`src/rtl/fifo_multi_cond_pkg.sv`:
```
// Shared definitions for the conditioned FIFO slice: default geometry and a
// constant-evaluable width helper used to size pointers and fill counters.
package fifo_multi_cond_pkg;

   localparam int DEF_BW    = 6;
   localparam int DEF_DEPTH = 16;
   localparam int DEF_NCH   = 4;

   // Smallest r with 2**r >= v; usable in parameter expressions.
   function automatic int clog2(input int v);
      int r;
      r = 0;
      while ((1 << r) < v) r++;
      return r;
   endfunction

endpackage

```
`src/rtl/fifo_multi_cond_chan.sv`:
```
// Single-channel FIFO core: storage, wrapping pointers, fill counter,
// threshold flags, sticky overrun/underrun and a registered read port.
module fifo_chan
   import fifo_multi_cond_pkg::*;
#(
   parameter int BW    = DEF_BW,
   parameter int DEPTH = DEF_DEPTH,
   localparam int CW   = clog2(DEPTH + 1),
   localparam int AW   = clog2(DEPTH)
) (
   input  logic          clk,
   input  logic          reset_L,
   input  logic          wr,
   input  logic [BW-1:0] data_in,
   input  logic          rd,
   input  logic [CW-1:0] umbral_bajo,
   input  logic [CW-1:0] umbral_alto,
   input  logic          err_clear,
   output logic [BW-1:0] data_out,
   output logic          valid,
   output logic          full,
   output logic          empty,
   output logic          almost_full,
   output logic          almost_empty,
   output logic [CW-1:0] fill,
   output logic          error
);

   logic [BW-1:0] mem [DEPTH];
   logic [AW-1:0] wr_ptr_reg, rd_ptr_reg;
   logic [CW-1:0] fill_reg, fill_next;
   logic [BW-1:0] data_out_reg;
   logic          valid_reg;
   logic          error_reg, error_next;
   logic          wr_ok, rd_ok, overrun, underrun;

   // Pointer advance with wrap for non-power-of-two depths.
   function automatic logic [AW-1:0] ptr_inc(input logic [AW-1:0] p);
      return (p == AW'(DEPTH - 1)) ? '0 : p + AW'(1);
   endfunction

   // Flags follow the registered fill and the live thresholds.
   assign full         = (fill_reg == CW'(DEPTH));
   assign empty        = (fill_reg == '0);
   assign almost_full  = (fill_reg >= umbral_alto);
   assign almost_empty = (fill_reg <= umbral_bajo);

   // A read frees a slot, so a full FIFO may still accept a write alongside it.
   assign rd_ok    = rd & ~empty;
   assign wr_ok    = wr & (~full | rd);
   assign overrun  = wr & full & ~rd;
   assign underrun = rd & empty;

   // Next fill and sticky error; a fresh error wins over a clear.
   always_comb begin
      fill_next  = fill_reg;
      error_next = (error_reg & ~err_clear) | overrun | underrun;
      case ({wr_ok, rd_ok})
         2'b10:   fill_next = fill_reg + CW'(1);
         2'b01:   fill_next = fill_reg - CW'(1);
         default: fill_next = fill_reg;
      endcase
   end

   // Storage write port; contents are deliberately left unreset.
   always_ff @(posedge clk) begin
      if (wr_ok) mem[wr_ptr_reg] <= data_in;
   end

   // Control state and registered read data (zero when no read is accepted).
   always_ff @(posedge clk or negedge reset_L) begin
      if (!reset_L) begin
         wr_ptr_reg   <= '0;
         rd_ptr_reg   <= '0;
         fill_reg     <= '0;
         data_out_reg <= '0;
         valid_reg    <= 1'b0;
         error_reg    <= 1'b0;
      end else begin
         if (wr_ok) wr_ptr_reg <= ptr_inc(wr_ptr_reg);
         if (rd_ok) rd_ptr_reg <= ptr_inc(rd_ptr_reg);
         fill_reg     <= fill_next;
         data_out_reg <= rd_ok ? mem[rd_ptr_reg] : '0;
         valid_reg    <= rd_ok;
         error_reg    <= error_next;
      end
   end

   assign data_out = data_out_reg;
   assign valid    = valid_reg;
   assign fill     = fill_reg;
   assign error    = error_reg;

endmodule

```
`src/rtl/fifo_multi_cond.sv`:
```
// Multi-channel conditioned FIFO: one independent fifo_chan per virtual
// channel, flat bus slicing, and OR-reduced back-pressure / error summary.
module fifo_multi_cond
   import fifo_multi_cond_pkg::*;
#(
   parameter int BW    = DEF_BW,
   parameter int DEPTH = DEF_DEPTH,
   parameter int NCH   = DEF_NCH,
   localparam int CW   = clog2(DEPTH + 1)
) (
   input  logic              clk,
   input  logic              reset_L,
   input  logic [NCH-1:0]    fifo_wr,
   input  logic [NCH*BW-1:0] fifo_data_in,
   input  logic [NCH-1:0]    fifo_rd,
   input  logic [CW-1:0]     umbral_bajo,
   input  logic [CW-1:0]     umbral_alto,
   input  logic              err_clear,
   output logic [NCH*BW-1:0] fifo_data_out,
   output logic [NCH-1:0]    fifo_valid,
   output logic [NCH-1:0]    fifo_full,
   output logic [NCH-1:0]    fifo_empty,
   output logic [NCH-1:0]    fifo_almost_full,
   output logic [NCH-1:0]    fifo_almost_empty,
   output logic [NCH*CW-1:0] fifo_fill,
   output logic              fifo_pause,
   output logic [NCH-1:0]    error_vec,
   output logic              error_output
);

   for (genvar gi = 0; gi < NCH; gi++) begin : g_chan
      fifo_chan #(.BW(BW), .DEPTH(DEPTH)) u_chan (
         .clk          (clk),
         .reset_L      (reset_L),
         .wr           (fifo_wr[gi]),
         .data_in      (fifo_data_in[gi*BW +: BW]),
         .rd           (fifo_rd[gi]),
         .umbral_bajo  (umbral_bajo),
         .umbral_alto  (umbral_alto),
         .err_clear    (err_clear),
         .data_out     (fifo_data_out[gi*BW +: BW]),
         .valid        (fifo_valid[gi]),
         .full         (fifo_full[gi]),
         .empty        (fifo_empty[gi]),
         .almost_full  (fifo_almost_full[gi]),
         .almost_empty (fifo_almost_empty[gi]),
         .fill         (fifo_fill[gi*CW +: CW]),
         .error        (error_vec[gi])
      );
   end

   assign fifo_pause   = |fifo_almost_full;
   assign error_output = |error_vec;

endmodule
```
`config.mk`:
```
export PLATFORM = sky130hd
export DESIGN_NAME = fifo_multi_cond
export DESIGN_NICKNAME = d
export VERILOG_FILES = /design/src/rtl/fifo_multi_cond_pkg.sv /design/src/rtl/fifo_multi_cond_chan.sv /design/src/rtl/fifo_multi_cond.sv
export SDC_FILE = /design/constraint.sdc
export NUM_CORES = 1
export LEC_CHECK = 0
export CELL_PAD_IN_SITES_DETAIL_PLACEMENT = 1
export CELL_PAD_IN_SITES_GLOBAL_PLACEMENT = 1
export CORE_MARGIN = 2
export CORE_UTILIZATION = 49
export CTS_CLUSTER_DIAMETER = 40
export CTS_CLUSTER_SIZE = 30
export DETAILED_ROUTE_END_ITERATION = 8
export PLACE_DENSITY = 0.73
export SETUP_SLACK_MARGIN = 0.15
export SYNTH_ARGS = -nofsm -noshare
export SYNTH_HDL_FRONTEND = slang
export SYNTH_SLANG_ARGS = --single-unit
export TNS_END_PERCENT = 50
```
`constraint.sdc`:
```
create_clock -name clk -period 8.9 [get_ports clk]
set_input_delay 1.78 -clock clk [delete_from_list [all_inputs] [get_ports clk]]
set_output_delay 1.78 -clock clk [all_outputs]
set_load 0.005 [all_outputs]
```
==> reports/qor.yml <==
outcome:
  run_status: "finished, final reports clean"
detailed_routing:
  drt-pass1-iter-count: 5
  ant_nets: 0
  drc_errors: 0
  dr_total_vias: 10962
  wl_per_cell_um: 23.9
  dr.first_iter.drc_count: 723
  totalWireLength_mm: 45.9
  detail_route.vias_per_cell: 5.72
final_layout:
  fin_area_um2: 24100
  largest_reg_flops: 384
  final_cell_mix: "edfxtp_1, clkdlybuf4s50_1, mux4_2"
  fillers: 3673
  layout.nets: 1453
  drive_gt1_share_pct: 18.0
  final_common_cell: "edfxtp_1"
  syn2layout_area_growth_pct: 18.0
  finish.utilization_pct: 58.7
  finalNonFillerCells: 1918
timing:
  setup_viol: 0
  min_period_ns: 6.14
  setup_tns_ns: 0
  max-slew-margin-rel_pct: 37.6
  tightest_slew_ns: 0.936
  min_period_over_period_pct: 69.0
  fmax_ghz: 0.163
  hold_viol: 0
  finClkSkew_ns: 0.0199
  drv_slew: 0
  rsz0062_at_grt: "no"
run:
  drv_cap: 0
synthesis:
  yosysUniqueCellTypes: 54
  synth_edf_count: 384
  synth_top_area_share_pct: 56.5
  seq_area_frac_synth_pct: 66.8
  synth_area_leader_cell: "edfxtp_1"
  syn_nets: 1342
  synthArstFlopShare_pct: 17.9
  synth_area_um2: 20400
  synthTopCellsByArea: "edfxtp_1, mux4_2, dfrtp_1"
  synth_flop_cell: "edfxtp_1"
  ys_warn_count: 0
  synth-seq-cells: 468
  syn_avg_cell_area_um2: 16.7
  post_synth_inst_count: 1221
min_path:
  min_from: "g_chan[1].u_chan.rd_ptr_reg[1]"
  hold_end: "g_chan[1].u_chan.rd_ptr_reg[1]"
  hold_path_depth: 2
  hold_path_class: "reg -> reg"
power:
  p_comb_share_pct: 28.1
  ir_worst_vdd_uv: 211
  switchingPower_uw: 2550
  internal_power_uw: 5490
  power_uw: 8040
  p_leak_uw: 0.00864
  power.density_nw_per_um2: 334
  p_clk_share_pct: 33.4
  switching_share_pct: 31.7
  pwr-share-seq_pct: 38.5
setup_path:
  crit-reg2reg-capture: "g_chan[1].u_chan.fill[4]"
  cp-end-kind: "primary output"
  arrival_ns: 4.36
  r2r_start: "g_chan[1].u_chan.fill[2]"
  critPathKind: "in -> out"
  worstPathRequired_ns: 7.12
  worstSetupStartpointType: "input pin"
  rrSetupSlack_ns: 5.17
  path_max_fanout: 4
  reg2reg_depth: 12
place:
  placed_cell_area_um2: 21800
  dpl.cell_count: 1796
  port_buffers: 114
  dp_hpwl_mm: 30.4
  place_congestion: 0.775
die:
  die-area_um2: 43300
  die_h_um: 208
  start_util_pct: 49.8
  die_w_um: 208
  num_io_pins: 115
  core_area_um2: 41000
  row_count: 74
global_route:
  grt_pass1_vias: 11978
  track_usage_pct: 22.1
  antenna_found_initial: 2
  grt_pass1_wl_mm: 71.9
  grt_max_degree: 48
  grt_overflow: 0
clocking:
  cts_resized: 0
  root_buffer: "clkbuf_16"
  ctsHoldBuffers: 0
  cts_setup_buffers: 0
  cts_tree: "built"
  clk_latency_ns: 0.58
  htreeDepth: 3
  clk_pin_slew_ns: 0.05
  cts_sinks: 468
  cts_buffers: 66
  clockBufferDepth: 3
-- stage by stage --
step           setup slack (ns)  hold WS [ns]
4_1_cts                    2.76         0.590
3_3_place_gp               2.81         0.543
5_1_grt                    2.66         0.627
6_report                   2.76         0.592
3_5_place_dp               2.79         0.574
2_1_floorplan              4.10         0.525
-- layer usage --
metal / part of all wire [%] / vias to the layer above / global-route usage, %
met5: 0.017 / - / 0
met4: 3.1 / 2 / 9.08
met3: 4.0 / 92 / 3.86
met2: 49 / 249 / 35.4
met1: 44 / 5636 / 30.1
li1: - / 4983 / -
-- logic make-up (layout without fill, tap and decap cells) --
logic type	Yosys count	after routing	share of synthesized area, %
DFF	468	468	66.8
and+or+nand+nor	217	217	5.84
xor gates and xnor gates	32	32	1.37
other	0	1	0
AOI/OAI and AO/OA	174	174	5.85
buffers and inverters	127	291	3.37
adders and majority gates	76	76	4.66
muxes	127	127	12.1
-- worst max-delay path: stages --
cell,delay [ns]
clkdlybuf4s50_1,0.53
inv_1,0.14
ha_1,0.31
o21ai_0,0.21
a21oi_1,0.07
o22a_1,0.21
or4_1,0.62
clkdlybuf4s50_1,0.49
-- power by group through the flow --
stage          Clock, uW  Sequential, uW  Combinational (uW)
2_1_floorplan          0            2900                1710
3_3_place_gp           0            3120                2220
3_5_place_dp           0            3140                2280
4_1_cts             2730            3100                2310
5_1_grt             2810            3140                2500
6_report            2680            3090                2260
-- area by class of cell --
type	count	area (um2)	share of cell area, %
Tap cell	532	666	2.76
Sequential cell	468	13600	56.6
Clock inverter	46	514	2.13
Inverter	47	184	0.763
Clock buffer	75	1790	7.44
Multi-Input combinational cell	626	6100	25.3
Timing Repair Buffer	123	1210	5.01
Antenna cell	1	2.50	0.0104
-- worst max path at each step --
stage,from,endpoint,slack (ns),cells past startpoint
final,umbral_alto[2],fifo_pause,2.76,8
after global routing,umbral_bajo[1],fifo_almost_empty[0],2.66,9
after CTS,umbral_alto[2],fifo_pause,2.76,8
after detailed placement,umbral_alto[2],fifo_pause,2.79,8
after global placement,umbral_alto[2],fifo_pause,2.81,8
after floorplan,umbral_alto[2],fifo_pause,4.10,6
-- cells in the mapped netlist (5+ instances only) --
master and n:
mux4_2 96, nor3_1 5, and3_1 28, nor2b_1 35, mux2i_1 25, o21a_1 16
nand4_1 6, buf_2 19, buf_4 32, clkbuf_1 13, nor2_1 16, nand3_1 16
nand2_1 51, mux2_2 6, a21o_1 9, o22ai_1 8, inv_1 43, a21oi_1 19
edfxtp_1 384, dfrtp_1 84, ha_1 76, buf_1 6, o21ai_0 40, xor2_1 15
xnor2_1 17, and2_1 42, o21ai_1 5, buf_6 6, a211oi_1 50
No activity file was read; power rests on OpenSTA's default activity.
